[src/rtl/freq_meter.sv]
// freq_meter: counts synchronised rising edges of sig_in over a fixed
// gate window of clk_50M cycles and latches the count once per window.
module freq_meter #(
  parameter int GATE_CYCLES = 50000000,
  parameter int GATE_W      = 26,
  parameter int CNT_W       = 26
) (
  input  logic             clk_50M,
  input  logic             rst_n,
  input  logic             en,
  input  logic             sig_in,
  output logic [CNT_W-1:0] freq_out,
  output logic             freq_valid,
  output logic             overflow,
  output logic             no_signal
);

  typedef enum logic {
    IDLE,
    MEASURE
  } state_t;

  localparam logic [GATE_W-1:0] LP_LAST =
    GATE_W'(GATE_CYCLES - 1);
  localparam logic [CNT_W-1:0] LP_MAX = '1;

  state_t r_state;
  state_t w_state_nxt;

  logic r_s1;
  logic r_s2;
  logic r_s3;
  logic w_rise;

  logic [GATE_W-1:0] r_gate;
  logic [GATE_W-1:0] w_gate_nxt;
  logic [CNT_W-1:0]  r_cnt;
  logic [CNT_W-1:0]  w_cnt_nxt;
  logic [CNT_W-1:0]  w_cnt_inc;
  logic              r_sat;
  logic              w_sat_nxt;
  logic              w_sat_inc;
  logic              w_term;
  logic              w_report;

  always_ff @(posedge clk_50M or negedge rst_n) begin
    if (!rst_n) begin
      r_s1 <= 1'b0;
      r_s2 <= 1'b0;
      r_s3 <= 1'b0;
    end else begin
      r_s1 <= sig_in;
      r_s2 <= r_s1;
      r_s3 <= r_s2;
    end
  end

  assign w_rise = r_s2 & ~r_s3;
  assign w_term = (r_state == MEASURE) &&
                  (r_gate == LP_LAST);

  // Count including this cycle's rise; feeds both the
  // running counter and the end-of-window report.
  always_comb begin
    w_cnt_inc = r_cnt;
    w_sat_inc = r_sat;
    if (w_rise) begin
      if (r_cnt == LP_MAX) begin
        w_sat_inc = 1'b1;
      end else begin
        w_cnt_inc = r_cnt + 1'b1;
      end
    end
  end

  always_comb begin
    w_state_nxt = r_state;
    w_gate_nxt  = '0;
    w_cnt_nxt   = '0;
    w_sat_nxt   = 1'b0;
    w_report    = 1'b0;
    unique case (r_state)
      IDLE: begin
        if (en) begin
          w_state_nxt = MEASURE;
        end
      end
      MEASURE: begin
        if (w_term) begin
          w_report = 1'b1;
          if (!en) begin
            w_state_nxt = IDLE;
          end
        end else if (!en) begin
          w_state_nxt = IDLE;
        end else begin
          w_gate_nxt = r_gate + 1'b1;
          w_cnt_nxt  = w_cnt_inc;
          w_sat_nxt  = w_sat_inc;
        end
      end
      default: begin
        w_state_nxt = IDLE;
      end
    endcase
  end

  always_ff @(posedge clk_50M or negedge rst_n) begin
    if (!rst_n) begin
      r_state <= IDLE;
      r_gate  <= '0;
      r_cnt   <= '0;
      r_sat   <= 1'b0;
    end else begin
      r_state <= w_state_nxt;
      r_gate  <= w_gate_nxt;
      r_cnt   <= w_cnt_nxt;
      r_sat   <= w_sat_nxt;
    end
  end

  always_ff @(posedge clk_50M or negedge rst_n) begin
    if (!rst_n) begin
      freq_out   <= '0;
      freq_valid <= 1'b0;
      overflow   <= 1'b0;
      no_signal  <= 1'b0;
    end else begin
      freq_valid <= w_report;
      if (w_report) begin
        freq_out  <= w_cnt_inc;
        overflow  <= w_sat_inc;
        no_signal <= (w_cnt_inc == '0);
      end
    end
  end

endmodule

[config.mk]
export PLATFORM = sky130hd
export DESIGN_NAME = freq_meter
export DESIGN_NICKNAME = d
export VERILOG_FILES = /design/src/rtl/freq_meter.sv
export SDC_FILE = /design/constraint.sdc
export NUM_CORES = 1
export LEC_CHECK = 0
export ABC_AREA = 1
export CAP_MARGIN = 15
export CELL_PAD_IN_SITES_DETAIL_PLACEMENT = 1
export CELL_PAD_IN_SITES_GLOBAL_PLACEMENT = 1
export CORE_ASPECT_RATIO = 0.5
export CORE_UTILIZATION = 30
export CTS_CLUSTER_SIZE = 30
export DETAILED_ROUTE_END_ITERATION = 8
export GPL_TIMING_DRIVEN = 1
export HOLD_SLACK_MARGIN = 0.05
export PLACE_DENSITY = 0.64
export SLEW_MARGIN = 20
export SYNTH_ARGS = -nofsm -noshare
export SYNTH_HDL_FRONTEND = slang
export SYNTH_SLANG_ARGS = --single-unit
[constraint.sdc]
create_clock -name clk_50M -period 2.25 [get_ports clk_50M]
set_clock_uncertainty 0.15 [all_clocks]
set_input_delay 0.675 -clock clk_50M [delete_from_list [all_inputs] [get_ports clk_50M]]
set_output_delay 0.675 -clock clk_50M [all_outputs]
set_load 0.05 [all_outputs]
* Word level (Yosys, flattened, before mapping) *
Index checks and enable logic that the tools add are counted.

storage, ports and cells
  register bits after elaboration = 86
  output and inout port bits = 29
  logic and storage cells = 35
  bits of input ports = 4

cells by class
  add/sub/neg operators = 2
  eq/ne operators = 2
  muxes and demuxes = 16
  bitwise gates (word level) = 2
  reduce and logical (&&, ||, !) cells = 2

operators by type and width
  kind                   number
  $mux 26                8
  $add 26x1->26 const B  2
  $eq 26x26->1 const B   2
  $logic_not 26->1       1
  $mux 1                 8
  $and 1x1->1            1
  $logic_and 1x1->1      1
  $not 1->1              1

* Logic depth before layout (Yosys ltp) *
  word-level depth = 6
  gate-level depth with buffers = 16
  gate-level depth less buffers = 16

* Worst setup path before layout *
Ideal clock, no wire load.

  kind = register to register
  start = register r_cnt[0]
  end = register no_signal
  data required time = 2.034 ns
  period minus slack after synthesis = 1.898 ns
  buffers on the path = 1
  library setup time = 0.066 ns
  slack = 0.352 ns
  arrival = 1.682 ns
  cell stages (with the launch flop) = 15
  cells stage by stage = dfrtp_1 > ha_1 > nand3_2 > nor3_4 > nand2_4 > buf_6 > nand3_2 > nand2_1 > nand2_2 > nand2_1 > nor2_2 > nand2_1 > nor2_1 > nand2_1 > nand2_1

on the way
  longest elaborated chain between the ends = 4
  elaborated cells between the ends (all ways) = 5
  those cells by class = add/sub: 1; eq/ne: 1; mux: 2; reduce/logical: 1

RTL lines
  element                                        RTL line  RTL
  start, declared                                37        logic [CNT_W-1:0] r_cnt;
  start signal, assigned                         117       r_cnt <= w_cnt_nxt;
  $add 26x1->26 or $eq 26x26->1 (tied branches)  71, 68
  $mux 26                                        68        if (r_cnt == LP_MAX) begin
  $mux 26 (*)                                    67        if (w_rise) begin
  $logic_not 26->1 (*)                           133       no_signal <= (w_cnt_inc == '0);
  end signal, assigned                           133
  end, declared                                  15        output logic no_signal

Mark *: on every way between the ends. The rest lies on a longest branch, timed or not.
A chain may end at the register's enable or synchronous reset.

* Worst setup path after layout *
  start = register r_cnt[12]
  end = register no_signal

The elaborated chain is that of the path after synthesis.

==> impl_metrics.tcl <==
set metrics [dict create \
    synth_top_family_by_area "simple AND/OR/NAND/NOR gates" \
    ys_top_cells_by_area "dfrtp_1, nand2_1, nor2_1, inv_1, nand3_1" \
    antenna_cells 0 \
    ys_ff_latch 86 \
    htreeDepth 3 \
    clk_latency_ns 0.33 \
    grtUsageTotal_pct 15.7 \
    tightest_slew_ns 0.450 \
    finalSetupViolations 0 \
    cp-start-kind "flip-flop" \
    final_max_slew_viol_count 0 \
    ir_worst_vdd_uv 338 \
    cts_tree "done" \
    finalHoldViolCount 0 \
    num_vias 3934 \
    crit_type "flip-flop to flip-flop" \
    worstSetupEndpoint "no_signal" \
    path_buf_inv 1 \
    grt_pass1_wl_um 19300 \
    die_w_um 174 \
    synth_simple_gate_area_share_pct 35.1 \
    fin_crit_ns 2.14 \
    cts-hold-fix-buffers 0 \
    clock_path_buffers 2 \
    yosysMostFrequentCell "nand2_1" \
    p_leak_uw 0.00258 \
    synth_top_area_share_pct 48.3 \
    r2r_slack_ns 0.11 \
    routedWlPerCell_um 13.8 \
    grt_max_degree 34 \
    slew_headroom_pct 70.0 \
    met2_length_um 5490 \
    firstDrtPassIters 4 \
    dp_hpwl_um 8710 \
    crit_arrival_ns 2.27 \
    fillers 1790 \
    route.detailed.drc 0 \
    top_layer "met4" \
    wl_met3_um 238 \
    wl_met1_um 5940 \
    core_area_um2 14500 \
    ys_types 37 \
    grt_overflow 0 \
    synthAdderAreaFrac_pct 0.562 \
    crit_top_cell "nand2_1" \
    yosysSeqAreaShare_pct 48.3 \
    async_reset_ff_share_pct 100 \
    die_h_um 88.2 \
    path_delay_family "simple AND/OR/NAND/NOR gates" \
    synth_xor_area_share_pct 1.97 \
    worst-endpoint-required_ns 2.38 \
    setup_tns_ns 0 \
    nets 653 \
    crit_chain "nand2_2 > inv_2 > nand2_2 > nor3_4 > nand2_4 > nand2_2 > nand2_1 > o21ai_2 > nand2_1 > nor2_1 > nand2_1 > nor2_1 > nand2_1 > nand2_1" \
    hold_path_class "primary input to async pin" \
    grt_antenna_before_repair 0 \
    yosys.area.top_type "dfrtp_1" \
    setup.worst_path.end_class "flip-flop" \
    r2r-start "r_cnt[12]" \
    pin_count 33 \
    cts_buffers 9 \
    syn_area_per_cell_um2 7.75 \
    ff2ff_path_depth 14 \
    drv_cap 0 \
    syn_area_um2 4450 \
    synth_nets 581 \
    final_cells 848 \
    dp_cells 819 \
    ys_warn_count 0 \
    drive_above_1_share_pct 21.5 \
    crit_start "r_cnt[12]" \
    clkTransAtPathRegs_ns 0.06 \
    synth_ff_type "dfrtp_1" \
    areaGrowthSynthToFinish_pct 25.4 \
    gp_congestion 0.847 \
    slowest_delay_ns 0.43 \
    fin_util_pct 38.6 \
    outcome "finished clean" \
    synthCells 575 \
    grt_pass1_vias 3991 \
    num_rows 31 \
    drtIter0Drc 188 \
    worst-path-stages 14 \
    post_synth_mux_area_share_pct 0 \
    viasPerCell 4.64 \
    routed_wl_um 11700 \
    synth_edf_count 0 \
    synth_common_cells "nand2_1, dfrtp_1, nor2_1" \
    synth_compound_area_share_pct 6.26 \
    rr_endpoint "no_signal" \
    numClockSinks 86 \
    critPathSlowestCell "dfrtp_1" \
    initial_core_util_pct 30.8 \
    io_buffers 32 \
    rsz0062_at_grt "true" \
    die_area_um2 15400 \
    crit_fanout 7 \
    postRouteAntennaNets 0 \
    cts_root_buffer "clkbuf_16" \
    finalCritPeriodShare_pct 95.0 \
    power_density_nw_per_um2 534 \
    max_freq_mhz 468 \
]
-- final cells by class --
class	instances	area, um^2	share of cell area, %
tap	198	248	4.44
clock buffer	9	225	4.03
inverter	73	274	4.91
timing repair buffer	73	607	10.9
clock inverter	5	28.8	0.515
multi-input combinational	404	2050	36.7
sequential	86	2150	38.5
-- cell usage in the layout (no fill, tap or decap), types with 2 or more instances in the layout --
| cell type | n |
|---|---|
| nand2_1 | 138 |
| dfrtp_1 | 86 |
| nor2_1 | 77 |
| inv_1 | 67 |
| buf_4 | 66 |
| nand3_1 | 33 |
| o21ai_0 | 33 |
| nand4_1 | 18 |
| nor3_1 | 17 |
| nand2_2 | 16 |
| a21oi_1 | 12 |
| nor2_2 | 10 |
| clkbuf_16 | 9 |
| nor2_4 | 8 |
| inv_2 | 6 |
| xor2_1 | 6 |
| xnor2_1 | 4 |
| clkinv_2 | 4 |
| buf_12 | 4 |
| nand3_2 | 3 |
| nand2_4 | 3 |
| nor3_2 | 3 |
| nand3b_1 | 2 |
| and2_1 | 2 |
| a31oi_1 | 2 |
| nor3b_1 | 2 |
| clkdlybuf4s50_1 | 2 |
-- power by group --
| part | switching, uW | internal, uW | total (uW) |
|---|---|---|---|
| clock | 595 | 729 | 1320 |
| sequential | 4.06 | 1550 | 1560 |
| combinational | 68.5 | 30.4 | 98.9 |
| total | 668 | 2310 | 2980 |
-- stage by stage --
stage / setup slack [ns] / cell area, um^2 / hold slack [ns] / power, uW
final: 0.112 / 5580 / 0.136 / 2980
after global routing: -0.0963 / 5580 / 0.163 / 3090
after CTS: 0.0110 / 5390 / 0.152 / 3030
after detailed placement: -0.0891 / 5130 / 0.186 / 1690
after global placement: 0.0106 / 5130 / 0.186 / 1680
after floorplan: 0.352 / 4450 / 0.181 / 1610
-- worst min-delay path by stage --
stage                from      endpoint  slack (ns)  depth (start not counted)
floorplan            r_s1          r_s2        0.18                          0
global placement     r_s1          r_s2        0.19                          0
detailed placement   r_s1          r_s2        0.19                          0
CTS                 rst_n  freq_out[22]        0.15                          1
global route        rst_n  freq_out[22]        0.16                          1
finish              rst_n  freq_out[22]        0.14                          1
-- sequential cells by signal, indices dropped and copies added (netlist names) --
| signal | cells |
|---|---|
| freq_out | 26 |
| freq_valid | 1 |
| no_signal | 1 |
| overflow | 1 |
| r_cnt | 26 |
| r_gate | 26 |
| r_s1 | 1 |
| r_s2 | 1 |
| r_s3 | 1 |
| r_sat | 1 |
| r_state | 1 |
-- cells by family after synthesis --
group	count (synthesis)
AOI/OAI and AO/OA	53
xor gates and xnor gates	10
adders and majority gates	2
buffers and inverters	86
DFF	86
and+or+nand+nor	338
-- layer usage --
| metal | track usage, % | up-vias |
|---|---|---|
| li1 | - | 1967 |
| met1 | 21.2 | 1924 |
| met2 | 26.8 | 34 |
| met3 | 2.99 | 9 |
| met4 | 2.87 | 0 |
| met5 | 0 | - |
-- timing repair --
item / CTS / global route
buffers inserted: 0 / 14
pin swaps: 0 / 8
gates cloned: 0 / 1
resized for setup: 2 / 22
setup endpoints to repair: 1 / 27
Power figures use the tool's default switching activity.
